--- src/rtl/sig_freq_gen_if.sv ---
// Request channel of the square-wave source: frequency word with a
// valid/ready handshake and a one-cycle rejection strobe.
interface sig_freq_gen_if;
  logic [31:0] freq_hz;
  logic        freq_valid;
  logic        freq_ready;
  logic        freq_err;

  modport master (
    output freq_hz,
    output freq_valid,
    input  freq_ready,
    input  freq_err
  );

  modport slave (
    input  freq_hz,
    input  freq_valid,
    output freq_ready,
    output freq_err
  );
endinterface

--- src/rtl/sig_freq_gen.sv ---
// Phase-accumulator square-wave source. The requested frequency is turned into
// a phase increment by a bit-serial restoring divider and applied only at a wrap.
//
// state | meaning
// ------+------------------------------------------------------------
// IDLE  | ready for a request; increment in use is stable
// DIV   | restoring division, one quotient bit per cycle, ACC_W cycles
// PEND  | new increment computed, waiting for wrap / inc==0 / en==0
module sig_freq_gen #(
  parameter logic [31:0] SYS_CLK_HZ = 32'd100_000_000,
  parameter int unsigned ACC_W      = 32
) (
  input  logic             sys_clk,
  input  logic             rst_n,
  input  logic             en,
  sig_freq_gen_if.slave    req,
  output logic             sig_out,
  output logic             period_tick,
  output logic [ACC_W-1:0] cur_inc
);

  localparam int unsigned CNT_W   = $clog2(ACC_W);
  localparam logic [31:0] HALF_HZ = SYS_CLK_HZ >> 1;
  localparam logic [32:0] DIVISOR = {1'b0, SYS_CLK_HZ};

  typedef enum logic [1:0] {
    IDLE = 2'd0,
    DIV  = 2'd1,
    PEND = 2'd2
  } state_t;

  state_t           state;
  logic [ACC_W-1:0] acc;
  logic [ACC_W-1:0] inc;
  logic [ACC_W-1:0] quo;
  logic [32:0]      rem;
  logic [CNT_W-1:0] cnt;

  logic [ACC_W:0]   acc_sum;
  logic             wrap;
  logic [32:0]      rem_sh;
  logic [32:0]      rem_sub;
  logic             q_bit;
  logic             commit;

  always_comb begin
    acc_sum = {1'b0, acc} + {1'b0, inc};
    wrap    = en & acc_sum[ACC_W];
    rem_sh  = rem << 1;
    q_bit   = (rem_sh >= DIVISOR);
    rem_sub = q_bit ? (rem_sh - DIVISOR) : rem_sh;
    commit  = wrap | (inc == '0) | ~en;
  end

  always_ff @(posedge sys_clk) begin
    if (!rst_n) begin
      state          <= IDLE;
      acc            <= '0;
      inc            <= '0;
      quo            <= '0;
      rem            <= '0;
      cnt            <= '0;
      sig_out        <= 1'b0;
      period_tick    <= 1'b0;
      req.freq_ready <= 1'b1;
      req.freq_err   <= 1'b0;
    end else begin
      req.freq_err <= 1'b0;
      period_tick  <= wrap;

      // Accumulator always runs on the increment already in use; a commit
      // on the same edge only affects the following cycle.
      if (en) begin
        acc     <= acc_sum[ACC_W-1:0];
        sig_out <= acc_sum[ACC_W-1];
      end else begin
        acc     <= '0;
        sig_out <= 1'b0;
      end

      case (state)
        IDLE: begin
          if (req.freq_valid) begin
            if (req.freq_hz > HALF_HZ) begin
              req.freq_err <= 1'b1;
            end else begin
              rem            <= {1'b0, req.freq_hz};
              quo            <= '0;
              cnt            <= CNT_W'(ACC_W - 1);
              state          <= DIV;
              req.freq_ready <= 1'b0;
            end
          end
        end
        DIV: begin
          rem <= rem_sub;
          quo <= {quo[ACC_W-2:0], q_bit};
          if (cnt == '0) begin
            state <= PEND;
          end else begin
            cnt <= cnt - 1'b1;
          end
        end
        PEND: begin
          if (commit) begin
            inc            <= quo;
            state          <= IDLE;
            req.freq_ready <= 1'b1;
          end
        end
        default: begin
          state          <= IDLE;
          req.freq_ready <= 1'b1;
        end
      endcase
    end
  end

  assign cur_inc = inc;

endmodule

--- src/flat_wrapper.sv ---
// flat-port wrapper written by rule: the top's interface ports become plain ports
module sig_freq_gen_flat 
#(
  parameter logic [31:0] SYS_CLK_HZ = 32'd100_000_000,
  parameter int unsigned ACC_W      = 32
)
  (sys_clk, rst_n, en, sig_out, period_tick, cur_inc, req_freq_hz, req_freq_valid, req_freq_ready, req_freq_err);
  sig_freq_gen_if req_i ();
  input  logic sys_clk;
  input  logic rst_n;
  input  logic en;
  output logic sig_out;
  output logic period_tick;
  output logic [ACC_W-1:0] cur_inc;
  input wire logic [$bits(req_i.freq_hz)-1:0] req_freq_hz;
  input wire logic [$bits(req_i.freq_valid)-1:0] req_freq_valid;
  output wire logic [$bits(req_i.freq_ready)-1:0] req_freq_ready;
  output wire logic [$bits(req_i.freq_err)-1:0] req_freq_err;
  assign req_i.freq_hz = req_freq_hz;
  assign req_i.freq_valid = req_freq_valid;
  assign req_freq_ready = req_i.freq_ready;
  assign req_freq_err = req_i.freq_err;
  sig_freq_gen #(.SYS_CLK_HZ(SYS_CLK_HZ), .ACC_W(ACC_W)) u_core (.sys_clk(sys_clk), .rst_n(rst_n), .en(en), .req(req_i), .sig_out(sig_out), .period_tick(period_tick), .cur_inc(cur_inc));
endmodule
--- config.mk ---
export PLATFORM = sky130hd
export DESIGN_NAME = sig_freq_gen_flat
export DESIGN_NICKNAME = d
export VERILOG_FILES = /design/src/rtl/sig_freq_gen_if.sv /design/src/rtl/sig_freq_gen.sv /design/src/flat_wrapper.sv
export SDC_FILE = /design/constraint.sdc
export NUM_CORES = 1
export LEC_CHECK = 0
export CAP_MARGIN = 20
export CORE_AREA = 2 2 122 124
export DETAILED_ROUTE_END_ITERATION = 12
export DIE_AREA = 0 0 124 126
export PLACE_DENSITY = 0.75
export RECOVER_POWER = 100
export SLEW_MARGIN = 40
export SYNTH_ARGS = -nofsm -noshare
export SYNTH_HDL_FRONTEND = slang
export SYNTH_SLANG_ARGS = --single-unit
export TNS_END_PERCENT = 10
--- constraint.sdc ---
create_clock -name sys_clk -period 2.4 [get_ports sys_clk]
set_input_delay 0.36 -clock sys_clk [delete_from_list [all_inputs] [get_ports sys_clk]]
set_output_delay 0.36 -clock sys_clk [all_outputs]
set_load 0.005 [all_outputs]
# Word level (Yosys, flattened, before mapping)
# Cells that the tools add are included.
# word_totals
ff_bits	139
input_bits	36
output_inout_bits	36
word_cells	59
# classes
n_addsub	3
magnitude_cmp	2
n_eq_ne	7
mux	21
bitwise_logic	5
n_reduce_logical	11
# op_table
op	n
$mux 32	5
$pmux 32 s2	2
$add 32x32->33	1
$ge 33x27->1 const B	1
$gt 32x26->1 const B	1
$logic_not 32->1	1
$sub 32x27->32 const B	1
$mux 5	3
$reduce_and 4->1	3
$pmux 5 s2	1
$mux 2	4
$ne 2x2->1 const B	3
$pmux 2 s3	1
$reduce_and 3->1	2
$logic_not 5->1	1
$sub 5x1->5 const B	1
$mux 1	4
$ne 2x1->1 const B	2
$reduce_and 2->1	2
$pmux 1 s3	1
$eq 2x1->1 const B	1
$eq 2x2->1 const B	1
$logic_not 2->1	1
$not 1->1	2
3 further kinds	4

# Logic depth before layout (Yosys ltp)
# depth
depth_word	6
depth_mapped	11
depth_no_buf	10

# Least setup slack after synthesis
# No wires, ideal clock.
# synth_path
path_type	reg-to-reg
start	register u_core.inc[0], in the netlist u_core.cur_inc[0]
end	register u_core.acc[30]
setup_time_ns	0.126
arrival_time_ns	2.484
required_ns	2.274
setup_slack_ns	-0.210
path_stages_with_launch	11
n_path_buf	0
period_less_slack_ns	2.610
cell_sequence	dfxtp_1 ha_1 fa_1 a211oi_1 o211ai_1 nand2_1 a211oi_1 a211o_1 a2111oi_0 or3_1 a21oi_1
# synth_between
elab_chain_len	1
# synth_lines
element	line_no	source
start: declaration	sig_freq_gen.sv:34	logic [ACC_W-1:0] inc;
start signal: assignment	sig_freq_gen.sv:106	inc <= quo;
$add 32x32->33	sig_freq_gen.sv:47	acc_sum = {1'b0, acc} + {1'b0, inc};
end signal: assignment	sig_freq_gen.sv:74	acc <= acc_sum[ACC_W-1:0];
end: declaration	sig_freq_gen.sv:33	logic [ACC_W-1:0] acc;
# No other way between the ends.
# A chain may end at the register's enable or synchronous reset.

# Worst setup path after layout
# Ends and elaborated chain as after synthesis.

==> flow_summary_export.csv <==
group,metric,value,unit
timing,finalHoldViolCount,0,
finish,drive_gt1_frac,0.227,
place,dp_cells,1230,
clocking,cts_sinks,138,
finish,stdcell_area,10100,sq um
setup_path,crit_start,"u_core.cur_inc[0]",
yosys,synthDistinctLibCells,61,
place,placed_area,8980,sq um
timing,setup_tns,-5750,ps
timing,clock_skew,8.17,ps
clocking,htree_levels,4,
setup_path,crit_end,"u_core.acc[30]",
setup_path,r2r_cells,10,
timing,rsz0062_at_grt,"true",
finish,area_delta_synth_final,39.0,%
power_and_ir_drop,swShare,0.211,
yosys,yosysMostFrequentCell,"nand2_1",
yosys,syn_inst,905,
setup_path,cp_max_fo,4,
worst_hold_path,hp-class,"in -> reg",
yosys,synth_area_leaders,"dfxtp_1 38%, nand2_1 8.3%, ha_1 6.0%",
power_and_ir_drop,clock_power_share,0.504,
clocking,root_buffer,"clkbuf_16",
yosys,ys_seq_area_frac,0.381,
finish,layout.cells.non_filler,1285,
power_and_ir_drop,power,5120,uW
global_routing,gr-total-overflow,0,
status,violations,"negative setup slack",
floorplan,die_w,124,um
yosys,syn_area,7260,sq um
status,status,"finished, violations left",
setup_path,timing.rr.end,"u_core.acc[30]",
power_and_ir_drop,ir_drop,0.522,mV
yosys,async_flop_share,0,
setup_path,cp.required,2680,ps
setup_path,cp-end-kind,"flop",
route,firstDrtPassIters,6,
power_and_ir_drop,p_leak,0.00407,uW
power_and_ir_drop,p_switching,1080,uW
clocking,cts_made_buffers,17,
yosys,ys_warn_count,0,
power_and_ir_drop,power_frac_seq,0.451,
timing,worst_slew_pin_slew,485,ps
global_routing,grt_pass1_vias,6760,
global_routing,grt.total_usage,0.255,
floorplan,ios,72,
setup_path,r2r-start,"u_core.cur_inc[0]",
floorplan,initial_core_util,0.507,
yosys,synth_fp_nets,977,
power_and_ir_drop,p_comb_frac,0.044,
place,dpl.hpwl,13.1,mm
yosys,synth-seq-cells,138,
place,io_buffers,71,
flow_run,maxCapViolCount,0,
timing,fin_crit_sh,1.11,
floorplan,dieArea,15600,sq um
clocking,cts_tree,"built",
power_and_ir_drop,powerDensity,507,nW/um^2
timing,setup_viol,44,
place,gp_congestion,0.944,
timing,finalMaxSlewViolations,0,
route,dr.first_iter.drc_count,762,
timing,min_period,2650,ps
route,postRouteWirelength,20.7,mm
clocking,clk_latency,420,ps
route,drtAntennaViolNets,0,
timing,hold_ws,269,ps
yosys,synth_top_cell_by_area,"dfxtp_1",
route,viasPerCell,5.78,
yosys,synth_top_flop_cell,"dfxtp_1",
timing,fin_ws,-252,ps
setup_path,arrival,2940,ps
timing,maxSlewHeadroom,0.674,
floorplan,core_area,14300,sq um
floorplan,die_height,126,um
clocking,clk_pin_slew,60,ps
yosys,synthTopCellsByCount,"160 x nand2_1, 138 x dfxtp_1, 78 x nand3_1",
floorplan,num_rows,44,
setup_path,r2r_setup_slack,-250,ps
finish,fin_nets,1160,
yosys,yosys.area.top_type_share,0.381,
yosys,synth_area_per_cell,8.02,sq um
finish,num_antenna_cells,0,
route,post-route-drc-count,0,
global_routing,grt_start_max_net_pins,63,
setup_path,worstSetupPathType,"reg -> reg",
global_routing,grt_first_pass_wirelength,32.0,mm
route,avgRoutedWirePerCell,16.1,um
setup_path,start_kind,"flop",
clocking,cts_max_path_buffers,2,
timing,max_freq,377,MHz
global_routing,antenna_found_initial,0,
route,vias,7432,
finish,fillers,1063,
power_and_ir_drop,intPower,4040,uW
yosys,synth-edff-count,0,
[flip-flops by register name (all words and copies together), names as in the netlist]
signal / cells
u_core.period_tick: 1
u_core.req.freq_err: 1
u_core.req.freq_ready: 1
u_core.cur_inc: 32
u_core.state: 2
u_core.acc: 32
u_core.quo: 32
u_core.cnt: 5
u_core.rem: 32
[cells in the final DEF (no fill, tap or decap), drive strengths merged, types with 32 or more instances in the layout]
master / synthesis / final
ha: 35 / 35
nand2: 160 / 160
xnor2: 32 / 32
dfxtp: 138 / 138
nand3: 78 / 78
o21ai: 61 / 61
clkdlybuf4s50: 0 / 63
nor2: 77 / 77
buf: 14 / 139
a21oi: 67 / 67
[per-layer routing]
| layer | track usage | routed length (um) | up-vias |
|---|---|---|---|
| met5 | 0 | 0 | - |
| met4 | 0.118 | 703 | 0 |
| met3 | 0.0448 | 1220 | 67 |
| met2 | 0.394 | 9770 | 279 |
| met1 | 0.345 | 8980 | 3491 |
| li1 | - | - | 3595 |
[how the worst min path moves through the flow]
| stage | startpoint | endpoint | cells after the start |
|---|---|---|---|
| detailed placement | u_core.rem[0] | u_core.rem[0] | 2 |
| finish | req_freq_hz[15] | u_core.rem[15] | 3 |
| CTS | rst_n | u_core.cur_inc[29] | 3 |
| global route | req_freq_hz[15] | u_core.rem[15] | 3 |
| global placement | u_core.rem[0] | u_core.rem[0] | 2 |
| floorplan | u_core.rem[31] | u_core.rem[31] | 2 |
[metrics by stage]
stage	utilization	worst slack, ps
6_report	0.705	-252
5_1_grt	0.705	-322
4_1_cts	0.686	-164
3_5_place_dp	0.627	-585
3_3_place_gp	0.627	-536
2_1_floorplan	-	0.0704
[critical path, cell delays in order (launching register included)]
cell and delay, ps:
dfxtp_2 340, ha_4 160, fa_2 370, a211oi_4 250
o211ai_1 120, nand2_1 150, a211oi_2 110, a211o_4 380
a2111oi_4 400, or3_1 160, a21oi_1 60
[final cells by class]
cell class,instances,area [sq um],share of cell area
Inverter,15,56.3,0.00558
Tap cell,184,230,0.0228
Sequential cell,138,2770,0.275
Clock inverter,9,123,0.0121
Clock buffer,23,448,0.0444
Multi-Input combinational cell,704,4520,0.448
Timing Repair Buffer,212,1940,0.192
[kinds of logic after synthesis]
| kind of cell | after synthesis | synth area share |
|---|---|---|
| AO/OA/AOI/OAI | 221 | 0.211 |
| XOR/XNOR | 45 | 0.0543 |
| adder cells (fa/ha/maj) | 36 | 0.0631 |
| buffers and inverters | 63 | 0.0362 |
| flip-flops | 138 | 0.381 |
| multiplexers | 3 | 0.00414 |
| AND/OR/NAND/NOR | 399 | 0.250 |
[power by group through the flow]
stage               logic [uW]  clock network, uW  registers [uW]
finish                     227               2580            2310
floorplan                 91.2                  0            2360
global placement           219                  0            2360
global route               245               2710            2310
CTS                        221               2610            2310
detailed placement         220                  0            2360
[what timing repair did]
action	in CTS	in global routing
pin swaps	33	16
hold buffers	0	0
resized for setup	56	33
cloned	1	3
setup endpoints to repair	80	94
buffers inserted	11	8
Power figures use the tool's default switching activity.
